===== src/rtl/cmp_seq_arbiter.sv =====
// cmp_seq_arbiter: two-requester round-robin front end for a nibble-serial cascade comparator.
// Optional build macro SIGNED_CMP_EN selects two's-complement compare (default build: unsigned).
`timescale 1ns/1ps

module bitAssian (
    input  logic [3:0] a,
    input  logic [3:0] b,
    input  logic       firstG,
    input  logic       firstL,
    input  logic       firstE,
    output logic       G,
    output logic       L,
    output logic       E
);
    // An unequal nibble decides; an equal nibble passes the lower-order result through.
    assign G = (a > b) | ((a == b) & firstG);
    assign L = (a < b) | ((a == b) & firstL);
    assign E = (a == b) & firstE;
endmodule

module cmp_seq_arbiter #(
    parameter int NIBBLES = 4
) (
    input  logic                 clk,
    input  logic                 rst,
    input  logic                 req0,
    input  logic [4*NIBBLES-1:0] a0,
    input  logic [4*NIBBLES-1:0] b0,
    input  logic                 req1,
    input  logic [4*NIBBLES-1:0] a1,
    input  logic [4*NIBBLES-1:0] b1,
    output logic                 gnt0,
    output logic                 gnt1,
    output logic                 busy,
    output logic                 done,
    output logic                 owner,
    output logic                 gt,
    output logic                 lt,
    output logic                 eq
);
    localparam int WIDTH = 4 * NIBBLES;
    localparam int CNT_W = $clog2(NIBBLES + 1);
    localparam logic [CNT_W-1:0] LAST_CNT = CNT_W'(NIBBLES - 1);

    typedef enum logic [1:0] {IDLE, RUN, DONE} stateT;

    stateT            state;
    logic [CNT_W-1:0] cnt;
    logic [WIDTH-1:0] opA, opB;
    logic             gReg, lReg, eReg;
    logic             favoured;

    logic [3:0] sliceA, sliceB;
    logic       cascG, cascL, cascE;
    logic       sliceG, sliceL, sliceE;
    logic       grantIdx;

    // Captured operands shift right each RUN cycle, so nibble cnt is always at [3:0].
    // NOTE: every signal written in always_comb gets a value on every path, otherwise a latch is inferred.
    always_comb begin
        sliceA = opA[3:0];
        sliceB = opB[3:0];
`ifdef SIGNED_CMP_EN
        if (cnt == LAST_CNT) begin
            sliceA[3] = ~opA[3];
            sliceB[3] = ~opB[3];
        end
`endif
        if (cnt == '0) begin
            {cascG, cascL, cascE} = 3'b001;
        end else begin
            {cascG, cascL, cascE} = {gReg, lReg, eReg};
        end
    end

    bitAssian uSlice (
        .a      (sliceA),
        .b      (sliceB),
        .firstG (cascG),
        .firstL (cascL),
        .firstE (cascE),
        .G      (sliceG),
        .L      (sliceL),
        .E      (sliceE)
    );

    // Contested grants go to the favoured requester; the favour then passes to the other one.
    assign grantIdx = (req0 && req1) ? favoured : req1;

    // NOTE: state is written with non-blocking assignments so every register samples pre-edge values.
    always_ff @(posedge clk) begin
        if (rst) begin
            state    <= IDLE;
            cnt      <= '0;
            opA      <= '0;
            opB      <= '0;
            gReg     <= 1'b0;
            lReg     <= 1'b0;
            eReg     <= 1'b0;
            favoured <= 1'b0;
            gnt0     <= 1'b0;
            gnt1     <= 1'b0;
            busy     <= 1'b0;
            done     <= 1'b0;
            owner    <= 1'b0;
            gt       <= 1'b0;
            lt       <= 1'b0;
            eq       <= 1'b0;
        end else begin
            gnt0 <= 1'b0;
            gnt1 <= 1'b0;
            done <= 1'b0;
            case (state)
                IDLE: begin
                    if (req0 || req1) begin
                        state <= RUN;
                        busy  <= 1'b1;
                        owner <= grantIdx;
                        gnt0  <= ~grantIdx;
                        gnt1  <= grantIdx;
                        cnt   <= '0;
                        opA   <= grantIdx ? a1 : a0;
                        opB   <= grantIdx ? b1 : b0;
                        if (req0 && req1) favoured <= ~grantIdx;
                    end
                end
                RUN: begin
                    gReg <= sliceG;
                    lReg <= sliceL;
                    eReg <= sliceE;
                    cnt  <= cnt + 1'b1;
                    opA  <= opA >> 4;
                    opB  <= opB >> 4;
                    if (cnt == LAST_CNT) begin
                        state <= DONE;
                        done  <= 1'b1;
                        gt    <= sliceG;
                        lt    <= sliceL;
                        eq    <= sliceE;
                    end
                end
                DONE: begin
                    state <= IDLE;
                    busy  <= 1'b0;
                end
                default: state <= IDLE;
            endcase
        end
    end
endmodule


===== config.mk =====
export PLATFORM = sky130hd
export DESIGN_NAME = cmp_seq_arbiter
export DESIGN_NICKNAME = d
export VERILOG_FILES = /design/src/rtl/cmp_seq_arbiter.sv
export SDC_FILE = /design/constraint.sdc
export NUM_CORES = 1
export LEC_CHECK = 0
export BUFFER_PORTS_ARGS = -buffer_cell sky130_fd_sc_hd__buf_2
export CAP_MARGIN = 15
export CORE_ASPECT_RATIO = 1.25
export CORE_MARGIN = 2
export CORE_UTILIZATION = 40
export DETAILED_ROUTE_END_ITERATION = 7
export PLACE_DENSITY_LB_ADDON = 0.05
export SYNTH_ARGS = -nofsm -noshare
export SYNTH_HDL_FRONTEND = slang
export SYNTH_SLANG_ARGS = --single-unit

===== constraint.sdc =====
create_clock -name clk -period 1.4 [get_ports clk]
set_input_delay 0.21 -clock clk [delete_from_list [all_inputs] [get_ports clk]]
set_output_delay 0.21 -clock clk [all_outputs]
set_load 0.05 [all_outputs]

[Word-level counts from Yosys, hierarchy flattened]
Index checks and enable logic that the tools add are counted.
Word-level totals
  input port bits: 68
  bits in registers: 49
  word-level logic and storage cells: 66
  output and inout port bits: 8
Operators by class
  bitwise operators: 9
  $lt $le $gt $ge: 2
  reduce and logical (&&, ||, !) cells: 14
  add/subtract/negate cells: 1
  equality and inequality tests: 6
  multiplexer cells: 18
Operator list (count)
  $mux W16: 4
  $pmux W16 S2: 2
  $reduce_and A2 Y1: 5
  $mux W1: 6
  $pmux W3 S2: 1
  $eq A4 B4 Y1: 1
  $gt A4 B4 Y1: 1
  $lt A4 B4 Y1: 1
  $mux W2: 2
  $ne A2 B2 Y1 const B: 2
  $not A1 Y1: 4
  $pmux W2 S2: 1
  $reduce_bool A2 Y1: 2
  $add A3 B1 Y3 const B: 1
  $and A1 B1 Y1: 3
  $eq A3 B2 Y1 const B: 1
  $logic_not A3 Y1: 1
  $mux W3: 1
  $reduce_and A3 Y1: 1
  $reduce_or A3 Y1: 1
  $eq A2 B1 Y1 const B: 1
  $eq A2 B2 Y1 const B: 1
  $logic_not A2 Y1: 1
  $or A1 B1 Y1: 2
  other kinds (4): 4

[Longest topological paths before layout]
Gate-level depths: netlist of run 1.
  depth in word-level cells: 5
  mapped depth: 6
  mapped depth without buffers: 6

[By module]
From an unflattened synthesis of run 1, not the netlist that was laid out.
Second synthesis, totals
  cell total of the unflattened synthesis: 235
  area total of the unflattened synthesis: 2504.9 um^2
By module, submodules not included
  cmp_seq_arbiter: area an instance 2373.5 um^2, sequential area each 980.9 um^2, times used 1, cells each 218
  bitAssian: area an instance 131.4 um^2, sequential area each 0.0 um^2, times used 1, cells each 17

[Least setup slack after synthesis of run 1]
Ideal clock, no wire load.
  path kind: reg-to-reg
  start point: register opB[1]
  end point: register gReg
  slack: 0.041 ns
  setup time: 0.101 ns
  required time: 1.299 ns
  clock period less this slack: 1.359 ns
  stages on the path, launching flop included: 7
  path buffers: 0
  data arrival time: 1.258 ns
  cell sequence: dfxtp_1 > inv_1 > ha_1 > nor2b_1 > o211ai_1 > and3_1 > o41ai_1
On the way
  word-level cells in the longest chain between the ends: 3
  elaborated cells on any way between the ends: 4
  those cells by class: 1 x order compare; 1 x eq/ne; 2 x bitwise
Ends and longest elaborated chain
  start: declaration: line 49  | logic [WIDTH-1:0] opA, opB;
  start signal: assignment: line 123  | opB <= grantIdx ? b1 : b0;
  start signal: assignment: line 133  | opB <= opB >> 4;
  branches (longest 2 deep; another with $gt A4 B4 Y1)
  $or A1 B1 Y1 (*): line 16  | assign G = (a > b) | ((a == b) & firstG);
  end signal: assignment: line 128  | gReg <= sliceG;
  end: declaration: line 50  | logic gReg, lReg, eReg;
Every way passes the cells marked *.
A chain may end at the register's enable or synchronous reset.

[Worst setup path after layout of run 1]
  start point: register opB[2]
  end point: register gt
On the way
  word-level cells in the longest chain between the ends: 3
  elaborated cells on any way between the ends: 4
  those cells by class: 1 x order compare; 1 x eq/ne; 2 x bitwise
Ends and longest elaborated chain
  branches (longest 2 deep; another with $gt A4 B4 Y1)
  $or A1 B1 Y1 (*): line 16
  end signal: assignment: line 137  | gt <= sliceG;
  end: declaration: line 37  | output logic gt,
Marks and branches as above.

==> results of run 1 <==
==> worst max-delay path: cells and delay by family (launching register included) <==
kind,cells,cell delay (ps)
and+or+nand+nor,2,320
adders and majority gates,1,260
buffers and inverters,2,240
AOI/OAI and AO/OA,2,170
DFF,1,340
==> power by group <==
part | switching [uW] | internal, uW
Combinational | 394 | 411
Sequential | 67.2 | 1510
Clock | 460 | 347
==> cells by family after synthesis <==
logic type	after synthesis
AO/OA/AOI/OAI	49
XOR/XNOR	1
adder cells (fa/ha/maj)	7
buffers and inverters	31
flip-flops	49
multiplexers	33
AND/OR/NAND/NOR	112
==> path summary, 6_finish.rpt <==
path | end | slack, ps | cells past startpoint | startpoint
min | favoured | 100 | 2 | rst
min reg2reg | opA[8] | 460 | 1 | opA[8]
max | gt | -20 | 7 | opB[2]
max reg2reg | gt | -20 | 7 | opB[2]
==> registers in the layout (all words and copies together) (netlist names) <==
name and flops:
favoured 1, cnt 3, gReg 1, eReg 1
gt 1, gnt1 1, state 2, opB 16
lt 1, owner 1, gnt0 1, busy 1
done 1, opA 16, eq 1, lReg 1
==> layout by cell type, fill, tap and decap left out, types with 2 or more instances in the layout <==
cell       count
nor2_1        62
dfxtp_1       43
nor2b_1        2
ha_4           4
a211oi_1       2
nand3b_1       2
a32o_1        23
a21oi_1        4
ha_1           3
clkbuf_8       5
inv_1          7
o2bb2ai_1      8
buf_2         75
a311oi_1       2
buf_4          8
nand2b_1      26
mux2i_1       32
dfxtp_2        6
and3_1         2
a21oi_4        2
inv_2          4
clkinv_2       2
nand2_1        4
buf_12         6
==> final cells by class <==
class,count,area share [%]
Clock buffer,6,2.185
Clock inverter,2,0.3014
Inverter,11,1.243
Multi-Input combinational cell,202,45.48
Sequential cell,49,29.77
Tap cell,85,3.203
Timing Repair Buffer,91,17.82
==> routing by layer <==
layer / up-vias / track usage [%]
met5: - / 0
li1: 1144 / -
met1: 1006 / 20.57
met2: 41 / 31.10
met3: 6 / 4.038
met4: 0 / 5.455
==> metrics by stage <==
stage,TNS (ps),util (%)
floorplan,0,-
global placement,-42.51,49.92
detailed placement,-212.6,49.92
CTS,-51.22,51.98
global route,-515.3,53.51
finish,-22.72,53.51
==> what timing repair did <==
action | 4_1_cts | 5_1_grt
cloned | 0 | 1
pin swaps | 7 | 8
setup buffers | 0 | 0
setup endpoints to repair | 8 | 32
gates resized for setup | 12 | 14
==> summary.md, run 1 <==
| Metric | Value |
|---|---|
| Final period util | `101.6%` |
| Post-synthesis mux area share | `about an eighth` |
| Synth Area in Simple Gates | `21.18%` |
| Dpl cell area | `slightly above 0.003 mm2` |
| Ys async rst share | `0%` |
| Nature of the critical path endpoint | `flop` |
| WL met2 | `~3000 um` |
| Startpoint types | `flop` |
| Post-synth top area share | `a little under two fifths` |
| PortBufs | `75` |
| Fillers | `a little over 600` |
| Hold slack | `a little over 100 ps` |
| Register bit total from synthesis | `49` |
| Dpl ws | `-85.92 ps` |
| XOR/XNOR share of the synthesized area | `less than 1%` |
| Main area contributors after synthesis | `dfxtp_1 (38%), mux2i_1 (13%), nor2_1 (9.0%)` |
| Synth Warn # | `0` |
| Mapped Avg Cell Area | `a little over 9 um2` |
| Placed cells | `~440` |
| Gr usage total | `17.33%` |
| Gpl congestion | `approximately 0.78` |
| Final-report setup violation count | `1` |
| Max Fclk | `702.9 MHz` |
| Max_cap viols | `0` |
| Post-DR vias/cell | `4.926` |
| Post-synthesis compound-gate area fraction | `approximately 16%` |
| Met3 WL post-DR | `a little under 200 um` |
| Hpwl dp | `around 4300 um` |
| Synth cell types | `38` |
| Top sig layer | `met4` |
| Die Area | `roughly 0.007 mm2` |
| Outcome | `complete, but fails checks` |
| Remaining antenna violation count after routing | `0` |
| Post-CTS Hold Buffers | `0` |
| Clock-pin slew on the worst setup and hold paths | `approximately 90 ps` |
| Synth Flop Type | `dfxtp_1` |
| Nets | `435` |
| Worst Skew | `3.705 ps` |
| Crit-path slowest cell | `dfxtp_2` |
| Final std cells w/o fill | `446` |
| DRT iter0 DRCs | `119` |
| Worst setup margin | `-22.72 ps` |
| CTS root buf | `clkbuf_8` |
| Core area | `0.006206 mm2` |
| Post-Syn Instances | `282` |
| Post-Synth Adder-Cell Area | `3.377%` |
| Layout area overhead | `28.03%` |
| Largest net degree at the start of global routing | `33` |
| CTS Buf Count | `5` |
| Power Density | `approximately 960 mW/mm2` |
| Failing checks | `setup timing` |
| VDD IR-drop max | `0.0004833 V` |
| Clock sinks | `49` |
| Initial antenna violation count | `0` |
| Vias | `between 2000 and 2500` |
| Mapped Nets | `between 300 and 400` |
| Reg area | `approximately 990 um2` |
| Worst skew pair latency | `about 300 ps` |
| Multi-input logic area | `approximately 0.0015 mm2` |
| Post-synth EDFFs | `0` |
| CTS H-tree depth | `2` |
| Avg WL per Cell | `around 13 um` |
| CTS tree | `built` |
| Die Y-Extent | `between 90 and 100 um` |
| HP Class | `in -> reg` |
| Die W | `~76 um` |
| Slew @ Worst Pin | `between 300 and 400 ps` |
| Largest family of logic cells by synthesized area | `simple AND/OR/NAND/NOR gates` |
| RSZ-0062 raised after global routing | `yes` |
| Antenna cells | `0` |
| Residual DRC count | `0` |
| Critical path fanouts, max | `3` |
| Final hold vios | `0` |
| Final Power | `3186 uW` |
| Slew headroom | `between 70% and 80%` |
| Critical-path cell list | `inv_2 > ha_4 > nand4_1 > buf_6 > a21oi_4 > nand2b_1 > o21ai_1` |
| Top-level I/O count | `between 70 and 80` |
| Most common library cells after synthesis | `nor2_1 (62), dfxtp_1 (49), mux2i_1 (33), nand2b_1 (26), a32o_1 (23)` |
| Share of cells above drive strength 1 | `roughly a third` |
| Rows | `32` |
| Static Leakage | `around 0.0015 uW` |
| Slew Limit Fails | `0` |
| WS Path Type | `reg -> reg` |
| Clk buf depth | `2` |
| Count leader, synth | `nor2_1` |
| Worst EP arrival | `between 1500 and 2000 ps` |
| WL met1 | `around 2700 um` |
| Mapped Area | `~0.0026 mm2` |
| Crit path largest cell delay | `around 340 ps` |
| Required time worst endpoint | `~1600 ps` |
| Vias in the first global route | `2122` |
| Starting density of the core | `41.79%` |
| GRT overflow | `0` |
| Sequential fraction of the synthesis area | `around 38%` |
| Iteration count of the initial detailed-routing pass | `4` |
| DRT Wirelength | `around 6000 um` |
| Yosys top cell by area | `dfxtp_1` |
| First-pass GRT wire length | `9860 um` |
| Fin crit period | `between 1000 and 1500 ps` |
| Final instance area | `0.003321 mm2` |
Power figures use the tool's default switching activity.
==> inputs of run 2 (changes only) <==
--- a/config.mk
+++ b/config.mk
@@ -11,7 +11,9 @@
 export CORE_MARGIN = 2
 export CORE_UTILIZATION = 40
 export DETAILED_ROUTE_END_ITERATION = 7
+export MAX_ROUTING_LAYER = met4
 export PLACE_DENSITY_LB_ADDON = 0.05
+export SETUP_SLACK_MARGIN = 0.15
 export SYNTH_ARGS = -nofsm -noshare
 export SYNTH_HDL_FRONTEND = slang
 export SYNTH_SLANG_ARGS = --single-unit
==> run 2 against run 1 <==
  * The run still ends with setup timing left
  * Clock skew grew 7.7 ps
  * Non-clock buffer count increased by 26
  * Clock power is 11% higher
  * Combinational power is 25% higher
  * Design area increased by 17%
  * Largest power group unchanged
  * Sequential power barely moved
  * Die area stayed put
  * Cell count rose by 5.8%
  * Sequential share of layout area shrank 4.1 points
  * Critical path depth did not move
  * Wire length increased by 18%
  * Flip-flop and latch count stayed put
==> summary.md, run 2 (synthesis results as in run 1) <==
| Metric | Value |
|---|---|
| Outcome | `complete, but fails checks` |
| Failing checks | `setup timing` |
| Iteration count of the initial detailed-routing pass | `4` |
| Commonest non-fill, non-tap cell in the layout | `buf_2` |
| Slew headroom | `77.65%` |
| Residual DRC count | `0` |
| CTS root buf | `clkbuf_8` |
| Worst reg2reg path startpoint | `state[0]` |
| Vias in the first global route | `2141` |
| Final period util | `102.2%` |
| Required time worst endpoint | `between 1500 and 2000 ps` |
| Clk buf depth | `2` |
| Register-to-register setup slack | `-30 ps` |
| Slew @ Worst Pin | `around 330 ps` |
| PortBufs | `75` |
| Core area | `between 0.006 and 0.007 mm2` |
| Worst EP arrival | `approximately 1600 ps` |
| HP Class | `in -> reg` |
| Power Density | `approximately 900 mW/mm2` |
| Path depth of the worst reg2reg path | `7` |
| Remaining antenna violation count after routing | `0` |
| RSZ-0062 raised after global routing | `yes` |
| R2r endpoint | `opB[5]` |
| Hold Path Stages | `3` |
| Min-Delay Endpoint | `opA[12]` |
| Largest net degree at the start of global routing | `29` |
| Fillers | `about 550` |
| Share of cells above drive strength 1 | `around 46%` |
| Clock sinks | `between 40 and 50` |
| Rows | `32` |
| Hpwl dp | `4077 um` |
| Post-CTS Hold Buffers | `0` |
| Final TNS setup | `-112.9 ps` |
| Top-level I/O count | `76` |
| Commonest cells after routing, fill and taps aside | `buf_2 (75), nor2_1 (57), dfxtp_1 (40)` |
| Startpoint types | `flop` |
| Initial antenna violation count | `0` |
| Nature of the critical path endpoint | `flop` |
| WS Path Type | `reg -> reg` |
| Die Y-Extent | `94.03 um` |
| Gr usage total | `18.49%` |
| Worst setup margin | `-30.48 ps` |
| Gpl congestion | `~0.73` |
| Static Leakage | `between 0.0015 and 0.002 uW` |
| Fin crit period | `1430 ps` |
| Critical path fanouts, max | `6` |
| Die Area | `around 0.007 mm2` |
| Final hold vios | `0` |
| Clock-pin slew on the worst setup and hold paths | `about 90 ps` |
| Starting density of the core | `41.79%` |
| Final-report setup violation count | `12` |
| Worst skew pair latency | `310 ps` |
| Vias | `between 2000 and 2500` |
| Post-DR vias/cell | `just over 5` |
| Worst Hold Launch | `a0[12]` |
| Avg WL per Cell | `between 10 and 15 um` |
| Layout area overhead | `49.64%` |
| Max Fclk | `roughly 700 MHz` |
| DRT Wirelength | `about 7100 um` |
| Dpl ws | `-21.99 ps` |
| Nets | `between 400 and 500` |
| First-pass GRT wire length | `between 10000 and 15000 um` |
| CTS H-tree depth | `2` |
| Die W | `around 76 um` |
| GRT overflow | `0` |
| DRT iter0 DRCs | `76` |
| Worst Skew | `11.40 ps` |
| CTS Buf Count | `5` |
| Regs by FF count | `opA: 16 flops, opB: 16 flops, cnt: 3 flops` |
| Slew Limit Fails | `0` |
| Antenna cells | `0` |
| VDD IR-drop max | `0.0004624 V` |
| CTS tree | `built` |
| Max_cap viols | `0` |
-- run 2: cell types whose count changed in the layout (fill, tap and decap cells not counted), moves of 4 or more --
cell	change
buf_6	+5
clkbuf_16	+4
nor2_1	-5
o2bb2ai_1	-8
buf_4	+8
o2bb2ai_2	+8
nor2_4	+4
-- run 2: worst max path at each step --
stage	from	to	slack [ps]	cells past startpoint
after floorplan	opB[1]	gReg	130	6
after global placement	state[0]	opB[2]	30	5
after detailed placement	opB[3]	lReg	-20	6
after CTS	opB[1]	lReg	30	6
after global routing	opB[2]	lt	-100	6
final	state[0]	opB[5]	-30	7
-- run 2: repair_timing --
action,CTS,global route
pin swaps,17,10
endpoints found under the setup margin,41,43
gates resized for setup,43,28
gates cloned,4,6
setup buffers,6,8
-- run 2: report_power, final --
| part | total, uW | leakage [uW] | switching (uW) | internal (uW) |
|---|---|---|---|---|
| clock | 893 | 0.0000512 | 492 | 402 |
| combinational | 1010 | 0.00133 | 464 | 547 |
| sequential | 1580 | 0.000407 | 70.0 | 1510 |
-- run 2: final cells by class --
cell class / instances / area, um2 / share of cell area [%]
Multi-Input combinational cell: 202 / 1644 / 42.36
Clock inverter: 2 / 13.76 / 0.3546
Sequential cell: 49 / 997.2 / 25.69
Timing Repair Buffer: 117 / 996.0 / 25.66
Tap cell: 85 / 106.4 / 2.740
Inverter: 11 / 41.29 / 1.064
Clock buffer: 6 / 82.58 / 2.128
-- run 2: routing by layer --
metal,GRT usage [%],share of wire [%],routed length (um),vias up
met1,23.79,45,3159,1139
li1,-,-,-,1205
met2,31.10,51,3633,54
met5,-,0,0,-
met3,2.788,3.1,222,4
met4,4.091,0.75,53,0
-- run 2: stage by stage --
| stage | hold slack (ps) | std cells | power (uW) | cell area [um2] | utilization (%) |
|---|---|---|---|---|---|
| 2_1_floorplan | 301.9 | 282 | 2092 | 2600 | - |
| 3_3_place_gp | 438.1 | 440 | 2314 | 3127 | 50.38 |
| 3_5_place_dp | 437.8 | 440 | 2325 | 3127 | 50.38 |
| 4_1_cts | 199.9 | 458 | 3329 | 3560 | 57.36 |
| 5_1_grt | 209.4 | 472 | 3647 | 3881 | 62.54 |
| 6_report | 202.4 | 472 | 3480 | 3881 | 62.54 |
-- run 2: critical path, stage by stage, from the launching register on --
cell	delay, ps
dfxtp_4	370
buf_6	120
nor3_4	150
buf_6	140
nor3_4	40
buf_12	130
clkbuf_16	150
a32o_1	220
==> inputs of run 3 (changes only) <==
--- a/config.mk
+++ b/config.mk
@@ -8,7 +8,7 @@
 export BUFFER_PORTS_ARGS = -buffer_cell sky130_fd_sc_hd__buf_2
 export CAP_MARGIN = 15
 export CORE_ASPECT_RATIO = 1.25
-export CORE_MARGIN = 2
+export CORE_MARGIN = 3
 export CORE_UTILIZATION = 40
 export DETAILED_ROUTE_END_ITERATION = 7
 export MAX_ROUTING_LAYER = met4
==> run 3 against run 2 <==
  * The flow now finishes without violations
  * Via count is 7.5% lower
  * Utilization is 7.7 points lower
  * Clock-buffer cell count is 1 higher
  * Largest cell class unchanged
  * Cell count is 4.7% lower
  * Sequential power hardly changed
  * Sequential share of layout area is 3.2 points higher
  * Combinational power is 18% lower
==> summary.md, run 3 (synthesis results as in run 1) <==
| Metric | Value |
|---|---|
| Static Leakage | `0.001587 uW` |
| Nets | `roughly 440` |
| Vias | `between 2000 and 2500` |
| CTS tree | `built` |
| Dpl ws | `-9.012 ps` |
| Final hold vios | `0` |
| GRT met2 Usage | `28.64%` |
| DRT iter0 DRCs | `98` |
| DRT Wirelength | `6087 um` |
| First-pass GRT wire length | `9901 um` |
| Rows | `32` |
| Iteration count of the initial detailed-routing pass | `4` |
| Vias in the first global route | `2141` |
| Initial antenna violation count | `0` |
| CTS root buf | `clkbuf_8` |
| Largest net degree at the start of global routing | `40` |
| Utilization after layout | `roughly 55%` |
| CTS H-tree depth | `2` |
| Gpl congestion | `0.7877` |
| Hpwl dp | `between 4000 and 5000 um` |
| Clk buf depth | `2` |
| R2r endpoint | `gReg` |
| Worst EP arrival | `around 1600 ps` |
| Power Density | `960.8 mW/mm2` |
| Clock-pin slew on the worst setup and hold paths | `roughly 90 ps` |
| Global routing met3 resource utilization | `2.154%` |
| Commonest non-fill, non-tap cell in the layout | `buf_2` |
| Post-DR vias/cell | `~5` |
| Max_cap viols | `0` |
| Critical path fanouts, max | `4` |
| Residual DRC count | `0` |
| Final period util | `just under 100%` |
| Nature of the critical path endpoint | `flop` |
| Top-level I/O count | `76` |
| Fin crit period | `1366 ps` |
| Gr busiest metal | `met2` |
| Worst reg2reg path startpoint | `opB[2]` |
| RSZ-0062 raised after global routing | `yes` |
| Die W | `78.03 um` |
| Antenna cells | `0` |
| Max Fclk | `around 730 MHz` |
| Outcome | `complete, no violations` |
| VDD IR-drop max | `roughly 0.00042 V` |
| PortBufs | `75` |
| Remaining antenna violation count after routing | `0` |
| Worst Skew | `roughly 5.6 ps` |
| WS Path Type | `reg -> reg` |
| Slew @ Worst Pin | `293.9 ps` |
| Commonest cells after routing, fill and taps aside | `buf_2 (75), nor2_1 (61), dfxtp_1 (41)` |
| Worst skew pair latency | `about 290 ps` |
| Die Area | `around 0.0075 mm2` |
| Starting density of the core | `slightly above 40%` |
| Slew Limit Fails | `0` |
| Layout area overhead | `32.13%` |
| GRT overflow | `0` |
| CP Launch Point | `opB[2]` |
| Share of cells above drive strength 1 | `37.26%` |
| Final std cells w/o fill | `450` |
| Core area | `0.006246 mm2` |
| Hold slack | `approximately 120 ps` |
| Final Power | `3293 uW` |
| Startpoint types | `flop` |
| Path depth of the worst reg2reg path | `5` |
| Clock sinks | `approximately 50` |
| Worst setup margin | `~34 ps` |
| CTS Buf Count | `5` |
| Met1 Use GR | `21.42%` |
| Slew headroom | `80.37%` |
| Die Y-Extent | `around 96 um` |
| Placed cells | `about 440` |
| Register-to-register setup slack | `between 30 and 40 ps` |
| Regs by FF count | `opA: 16 flops, opB: 16 flops, cnt: 3 flops` |
| Final-report setup violation count | `0` |
| HP Class | `in -> reg` |
| Required time worst endpoint | `around 1600 ps` |
| Avg WL per Cell | `~14 um` |
| End of the critical path | `gReg` |
| Gr usage total | `~17%` |
==> run 3: layout make-up <==
class                           instances  area (um2)
Fill cell                             609        2819
Tap cell                               85       106.4
Clock inverter                          1       5.005
Sequential cell                        49       991.0
Multi-Input combinational cell        202        1531
Inverter                               11       41.29
Timing Repair Buffer                   95       655.6
Clock buffer                            7       96.34
==> run 3: worst max-delay path: stages (launching register included) <==
cell and delay, ps:
dfxtp_2 340, inv_2 40, ha_4 250, nand4_1 210
and3_4 270, o41ai_2 170
==> run 3: per-stage QoR <==
stage / area, um2 / setup TNS (ps)
floorplan: 2600 / 0
CTS: 3381 / 0
global placement: 3077 / 0
global route: 3427 / -425.3
finish: 3427 / 0
detailed placement: 3077 / -9.012
==> run 3: worst min-delay path by stage <==
stage          from        to  slack, ps  cells after the start
3_3_place_gp    rst  favoured        430                      2
5_1_grt         rst  favoured        110                      2
6_report        rst  favoured        120                      2
2_1_floorplan  req1      gnt0        300                      1
4_1_cts         rst  favoured        110                      2
3_5_place_dp    rst  favoured        430                      2
==> run 3: report_power, final <==
group | total [uW] | internal, uW | switching (uW)
clock | 894 | 447 | 447
sequential | 1570 | 1510 | 66.5
combinational | 825 | 429 | 396
==> run 3: repair_timing <==
action | 4_1_cts | 5_1_grt
setup buffers | 4 | 0
setup endpoints to repair | 39 | 45
resized for setup | 23 | 11
cloned | 3 | 0
pin swaps | 7 | 4
hold buffers | 0 | 0
==> run 3: routing by layer <==
metal,routed length (um),vias up
met5,0,-
met4,24,0
met1,2865,1014
li1,-,1156
met3,227,2
met2,2969,49
